<file path="src/rtl/nibble_serial_adder_ctrl_if.sv">
// Operand/result handshake bundle for the nibble-serial adder sequencer.
// The producer/consumer side is the master; the sequencer is the slave.
interface nibble_serial_adder_ctrl_if #(
  parameter int NIBBLES = 4
);
  localparam int W = 4 * NIBBLES;

  logic         in_valid;
  logic         in_ready;
  logic [W-1:0] in_a;
  logic [W-1:0] in_b;
  logic         in_cin;
  logic         out_valid;
  logic         out_ready;
  logic [W-1:0] out_sum;
  logic         out_cout;

  modport master (
    output in_valid, in_a, in_b, in_cin, out_ready,
    input  in_ready, out_valid, out_sum, out_cout
  );

  modport slave (
    input  in_valid, in_a, in_b, in_cin, out_ready,
    output in_ready, out_valid, out_sum, out_cout
  );
endinterface

</file>
<file path="src/rtl/nibble_serial_adder_ctrl.sv">
// Drives an external combinational 4-bit adder one nibble per clock, LSB nibble
// first, chaining the carry through a register and assembling the wide sum.
module nibble_serial_adder_ctrl #(
  parameter int NIBBLES = 4
) (
  input  logic                        clk,
  input  logic                        rst,
  nibble_serial_adder_ctrl_if.slave   bus,
  output logic [3:0]                  add_x,
  output logic [3:0]                  add_y,
  output logic                        add_cin,
  input  logic [3:0]                  add_s,
  input  logic                        add_cout,
  output logic                        busy
);
  localparam int IDX_W = (NIBBLES > 1) ? $clog2(NIBBLES) : 1;
  localparam logic [IDX_W-1:0] LAST = IDX_W'(NIBBLES - 1);

  typedef enum logic [1:0] {IDLE, RUN, DONE} state_t;

  state_t                   state;
  state_t                   state_next;
  logic [IDX_W-1:0]         idx;
  logic [NIBBLES-1:0][3:0]  a_reg;
  logic [NIBBLES-1:0][3:0]  b_reg;
  logic [NIBBLES-1:0][3:0]  sum_reg;
  logic                     carry_reg;
  logic                     cout_reg;
  logic                     accept;

  always_comb begin
    state_next    = state;
    accept        = 1'b0;
    bus.in_ready  = 1'b0;
    bus.out_valid = 1'b0;
    busy          = 1'b0;
    add_x         = 4'd0;
    add_y         = 4'd0;
    add_cin       = 1'b0;
    unique case (state)
      IDLE: begin
        bus.in_ready = 1'b1;
        if (bus.in_valid) begin
          accept     = 1'b1;
          state_next = RUN;
        end
      end
      RUN: begin
        busy    = 1'b1;
        add_x   = a_reg[idx];
        add_y   = b_reg[idx];
        add_cin = carry_reg;
        if (idx == LAST) state_next = DONE;
      end
      DONE: begin
        busy          = 1'b1;
        bus.out_valid = 1'b1;
        if (bus.out_ready) state_next = IDLE;
      end
      default: state_next = IDLE;
    endcase
  end

  // Datapath registers; the adder result is captured on the same edge it is driven for.
  always_ff @(posedge clk) begin
    if (rst) begin
      state     <= IDLE;
      idx       <= '0;
      a_reg     <= '0;
      b_reg     <= '0;
      sum_reg   <= '0;
      carry_reg <= 1'b0;
      cout_reg  <= 1'b0;
    end else begin
      state <= state_next;
      if (accept) begin
        a_reg     <= bus.in_a;
        b_reg     <= bus.in_b;
        carry_reg <= bus.in_cin;
        idx       <= '0;
        sum_reg   <= '0;
      end else if (state == RUN) begin
        sum_reg[idx] <= add_s;
        carry_reg    <= add_cout;
        if (idx == LAST) cout_reg <= add_cout;
        else             idx      <= idx + 1'b1;
      end
    end
  end

  assign bus.out_sum  = sum_reg;
  assign bus.out_cout = cout_reg;
endmodule

</file>
<file path="src/flat_wrapper.sv">
// flat-port wrapper written by rule: the top's interface ports become plain ports
module nibble_serial_adder_ctrl_flat 
#(
  parameter int NIBBLES = 4
)
  (clk, rst, add_x, add_y, add_cin, add_s, add_cout, busy, bus_in_valid, bus_in_a, bus_in_b, bus_in_cin, bus_out_ready, bus_in_ready, bus_out_valid, bus_out_sum, bus_out_cout);
  nibble_serial_adder_ctrl_if #(.NIBBLES(NIBBLES)) bus_i ();
  input  logic clk;
  input  logic rst;
  output logic [3:0] add_x;
  output logic [3:0] add_y;
  output logic add_cin;
  input  logic [3:0] add_s;
  input  logic add_cout;
  output logic busy;
  input wire logic [$bits(bus_i.in_valid)-1:0] bus_in_valid;
  input wire logic [$bits(bus_i.in_a)-1:0] bus_in_a;
  input wire logic [$bits(bus_i.in_b)-1:0] bus_in_b;
  input wire logic [$bits(bus_i.in_cin)-1:0] bus_in_cin;
  input wire logic [$bits(bus_i.out_ready)-1:0] bus_out_ready;
  output wire logic [$bits(bus_i.in_ready)-1:0] bus_in_ready;
  output wire logic [$bits(bus_i.out_valid)-1:0] bus_out_valid;
  output wire logic [$bits(bus_i.out_sum)-1:0] bus_out_sum;
  output wire logic [$bits(bus_i.out_cout)-1:0] bus_out_cout;
  assign bus_i.in_valid = bus_in_valid;
  assign bus_i.in_a = bus_in_a;
  assign bus_i.in_b = bus_in_b;
  assign bus_i.in_cin = bus_in_cin;
  assign bus_i.out_ready = bus_out_ready;
  assign bus_in_ready = bus_i.in_ready;
  assign bus_out_valid = bus_i.out_valid;
  assign bus_out_sum = bus_i.out_sum;
  assign bus_out_cout = bus_i.out_cout;
  nibble_serial_adder_ctrl #(.NIBBLES(NIBBLES)) u_core (.clk(clk), .rst(rst), .bus(bus_i), .add_x(add_x), .add_y(add_y), .add_cin(add_cin), .add_s(add_s), .add_cout(add_cout), .busy(busy));
endmodule
</file>
<file path="config.mk">
export PLATFORM = sky130hd
export DESIGN_NAME = nibble_serial_adder_ctrl_flat
export DESIGN_NICKNAME = d
export VERILOG_FILES = /design/src/rtl/nibble_serial_adder_ctrl_if.sv /design/src/rtl/nibble_serial_adder_ctrl.sv /design/src/flat_wrapper.sv
export SDC_FILE = /design/constraint.sdc
export NUM_CORES = 1
export LEC_CHECK = 0
export BUFFER_PORTS_ARGS = -buffer_cell sky130_fd_sc_hd__buf_2
export CAP_MARGIN = 20
export CORE_MARGIN = 10
export CORE_UTILIZATION = 54
export DETAILED_ROUTE_END_ITERATION = 16
export GPL_TIMING_DRIVEN = 0
export PLACE_DENSITY = 0.83
export SYNTH_ARGS = -nofsm -noshare
export SYNTH_HDL_FRONTEND = slang
export SYNTH_SLANG_ARGS = --single-unit
</file>
<file path="constraint.sdc">
create_clock -name clk -period 2.04 [get_ports clk]
set_clock_uncertainty 0.05 [all_clocks]
set_input_delay 0 -clock clk [delete_from_list [all_inputs] [get_ports clk]]
set_output_delay 0 -clock clk [all_outputs]
set_load 0.02 [all_outputs]
</file>
==> flow_metrics.env <==
export IMPL_grt_setup_unrepaired="false"
export IMPL_dp_hpwl_mm=4.41
export IMPL_postRouteAntennaNets=0
export IMPL_track_usage=0.182
export IMPL_multiInputGateArea_um2=1120
export IMPL_syn_to_final_growth_pct=39.4
export IMPL_post_cts_resized=0
export IMPL_syn_inst=272
export IMPL_ys_types=21
export IMPL_ys_ff_latch=54
export IMPL_finalCritPeriodShare=0.912
export IMPL_synth_area_um2=2320
export IMPL_clk_latency_ns=0.31
export IMPL_numCtsBuffers=5
export IMPL_cp_required_ns=1.99
export IMPL_synth_compound_area_frac=0.118
export IMPL_min_period_ns=1.86
export IMPL_synth_adder_area_share=0.0431
export IMPL_cp_cell_sequence="inv_1 > ha_1 > clkbuf_1 > and2_1 > buf_2"
export IMPL_root_buffer="clkbuf_8"
export IMPL_ioPinCount=71
export IMPL_ir_worst_vdd_mv=0.712
export IMPL_die_w_um=85.5
export IMPL_drt_iter0_drc=125
export IMPL_synth_simple_area_share=0.223
export IMPL_setup_tns_ns=0
export IMPL_clk_pin_slew_ns=0.09
export IMPL_fin_ws_ns=0.179
export IMPL_cp_data_arrival_time_ns=1.81
export IMPL_nFillCells=267
export IMPL_clkSinkCount=54
export IMPL_die_h_um=85.5
export IMPL_synth_yosys_warnings=0
export IMPL_cts_tree="built"
export IMPL_die_area_um2=7320
export IMPL_drc=0
export IMPL_hold_violations=0
export IMPL_num_rows=23
export IMPL_clk_path_buf_depth=2
export IMPL_grt_pass1_vias=2367
export IMPL_crit_path_end_kind="output pin"
export IMPL_synth_xor_area_frac=0.00378
export IMPL_synthMuxAreaShare=0.0949
export IMPL_hold_path_class="in -> reg"
export IMPL_diodes=0
export IMPL_drv_cap=0
export IMPL_synth_top_family_by_area="simple AND/OR/NAND/NOR gates"
export IMPL_wl_mm=6.74
export IMPL_drt_vias_per_instance=5.26
export IMPL_p_total_uw=3080
export IMPL_crit_fanout=10
export IMPL_routed_via_count=2311
export IMPL_core_um2=4090
export IMPL_max_clock_freq_mhz=537
export IMPL_slew_violations=0
export IMPL_cts_htree_levels=2
export IMPL_place_ws_ns=0.387
export IMPL_start_kind="register"
export IMPL_finalSetupViolations=0
export IMPL_critPathKind="reg -> out"
export IMPL_max_slew_margin=0.662
export IMPL_grt_pass1_wl_mm=11.0
export IMPL_cp_slowest_stage_delay_ns=0.40
export IMPL_antenna_found_initial=0
export IMPL_place_congestion=0.796
export IMPL_critPathTopFamily="buffers and inverters"
export IMPL_synth_nets=322
export IMPL_worst_path_buf_inv=3
export IMPL_drt_pass1_iter_count=4
export IMPL_seqCellArea_um2=1080
export IMPL_fin_nets=438
export IMPL_yosysSeqAreaShare=0.466
export IMPL_status="finished clean"
export IMPL_post_cts_setup_buffer_count=0
export IMPL_start_util=0.568
export IMPL_wl_per_cell_um=15.3
export IMPL_synth_avg_cell_area_um2=8.53
export IMPL_slowest_stage="clkbuf_1"
export IMPL_grt_max_degree=17
export IMPL_cellPowerDensity_nw_per_um2=953
export IMPL_drive_gt1_frac=0.252
export IMPL_tightestPinTransition_ns=0.507
export IMPL_grt_ovfl_total=0
export IMPL_leakage_uw=0.00138
export IMPL_io_buffer_count=70
==> cells in the final DEF, fill, tap and decap left out <==
cell and instances:
nor2_1 3, mux2i_1 4, o21ai_0 1, a221oi_2 1, nand3_1 16, clkbuf_1 7
xnor2_1 1, nand2b_1 5, nand2_1 85, nand4_1 1, bufinv_16 1, clkbuf_8 5
buf_6 2, ha_1 8, buf_2 79, a211oi_1 1, mux4_2 8, inv_1 6
a21oi_1 49, dfxtp_1 54, nor2b_1 1, and2_1 10, buf_4 1, clkinvlp_4 1
dlygate4sd3_1 39
==> repair_timing <==
action,in CTS,in global routing
setup endpoints to repair,0,0
hold endpoints to repair,51,0
hold buffers,39,0
==> routing by layer <==
layer	routed length [um]	share of wire	track usage
met5	0	0	0
met1	2650	0.39	0.199
met4	91	0.014	0.0539
met3	551	0.082	0.0634
met2	3450	0.51	0.322
==> synth_stat cells <==
| master | count | area share |
|---|---|---|
| a211oi_1 | 1 | 0.0032 |
| a21oi_1 | 49 | 0.11 |
| a221oi_2 | 1 | 0.0065 |
| and2_1 | 10 | 0.027 |
| buf_2 | 9 | 0.019 |
| buf_4 | 1 | 0.0032 |
| buf_6 | 2 | 0.0097 |
| clkbuf_1 | 6 | 0.0097 |
| dfxtp_1 | 54 | 0.47 |
| ha_1 | 8 | 0.043 |
| inv_1 | 6 | 0.0097 |
| mux2i_1 | 4 | 0.017 |
| mux4_2 | 8 | 0.078 |
| nand2_1 | 85 | 0.14 |
| nand2b_1 | 5 | 0.013 |
| nand3_1 | 16 | 0.035 |
| nand4_1 | 1 | 0.0027 |
| nor2_1 | 3 | 0.0049 |
| nor2b_1 | 1 | 0.0027 |
| o21ai_0 | 1 | 0.0022 |
| xnor2_1 | 1 | 0.0038 |
==> layout make-up <==
| class | instances | share of cell area |
|---|---|---|
| Buffer | 18 | 0.0302 |
| Clock buffer | 6 | 0.0224 |
| Clock inverter | 2 | 0.0116 |
| Inverter | 6 | 0.00697 |
| Multi-Input combinational cell | 194 | 0.346 |
| Sequential cell | 54 | 0.334 |
| Tap cell | 50 | 0.0193 |
| Timing Repair Buffer | 109 | 0.229 |
==> logic make-up after synthesis <==
group / Yosys count
buffers and inverters: 24
muxes: 12
DFF: 54
adders and majority gates: 8
xor gates and xnor gates: 1
AOI/OAI and AO/OA: 52
and+or+nand+nor: 121
==> final timing paths <==
check	start	to	slack, ns	depth (start not counted)
min reg2reg	u_core.bus.out_sum[4]	u_core.bus.out_sum[4]	0.41	2
min	bus_out_ready	u_core.state[0]	0.03	4
max	u_core.state[1]	add_x[2]	0.18	5
max reg2reg	u_core.state[0]	u_core.a_reg[12]	0.33	6
==> worst reg2reg max path: stages, from the launching register on <==
cell and delay [ns]:
dfxtp_1 0.36, inv_1 0.08, ha_1 0.24, nand2_1 0.27, buf_2 0.29, nand2_1 0.10, a21oi_1 0.23
==> power by group <==
part,leakage [uW],internal [uW],switching (uW)
registers,0.000441,1200,83.9
clock network,0.0000514,366,345
logic,0.000890,441,641
total,0.00138,2010,1070
==> through the flow <==
step / hold WS, ns / cell area [um^2] / instances / util
floorplan: 0.0860 / 2320 / 272 / -
global placement: 0.192 / 2730 / 392 / 0.669
detailed placement: 0.196 / 2730 / 392 / 0.669
CTS: 0.0329 / 3230 / 439 / 0.791
global route: 0.0615 / 3230 / 439 / 0.791
finish: 0.0253 / 3230 / 439 / 0.791
Note: power is estimated with default switching activity, not from simulation.
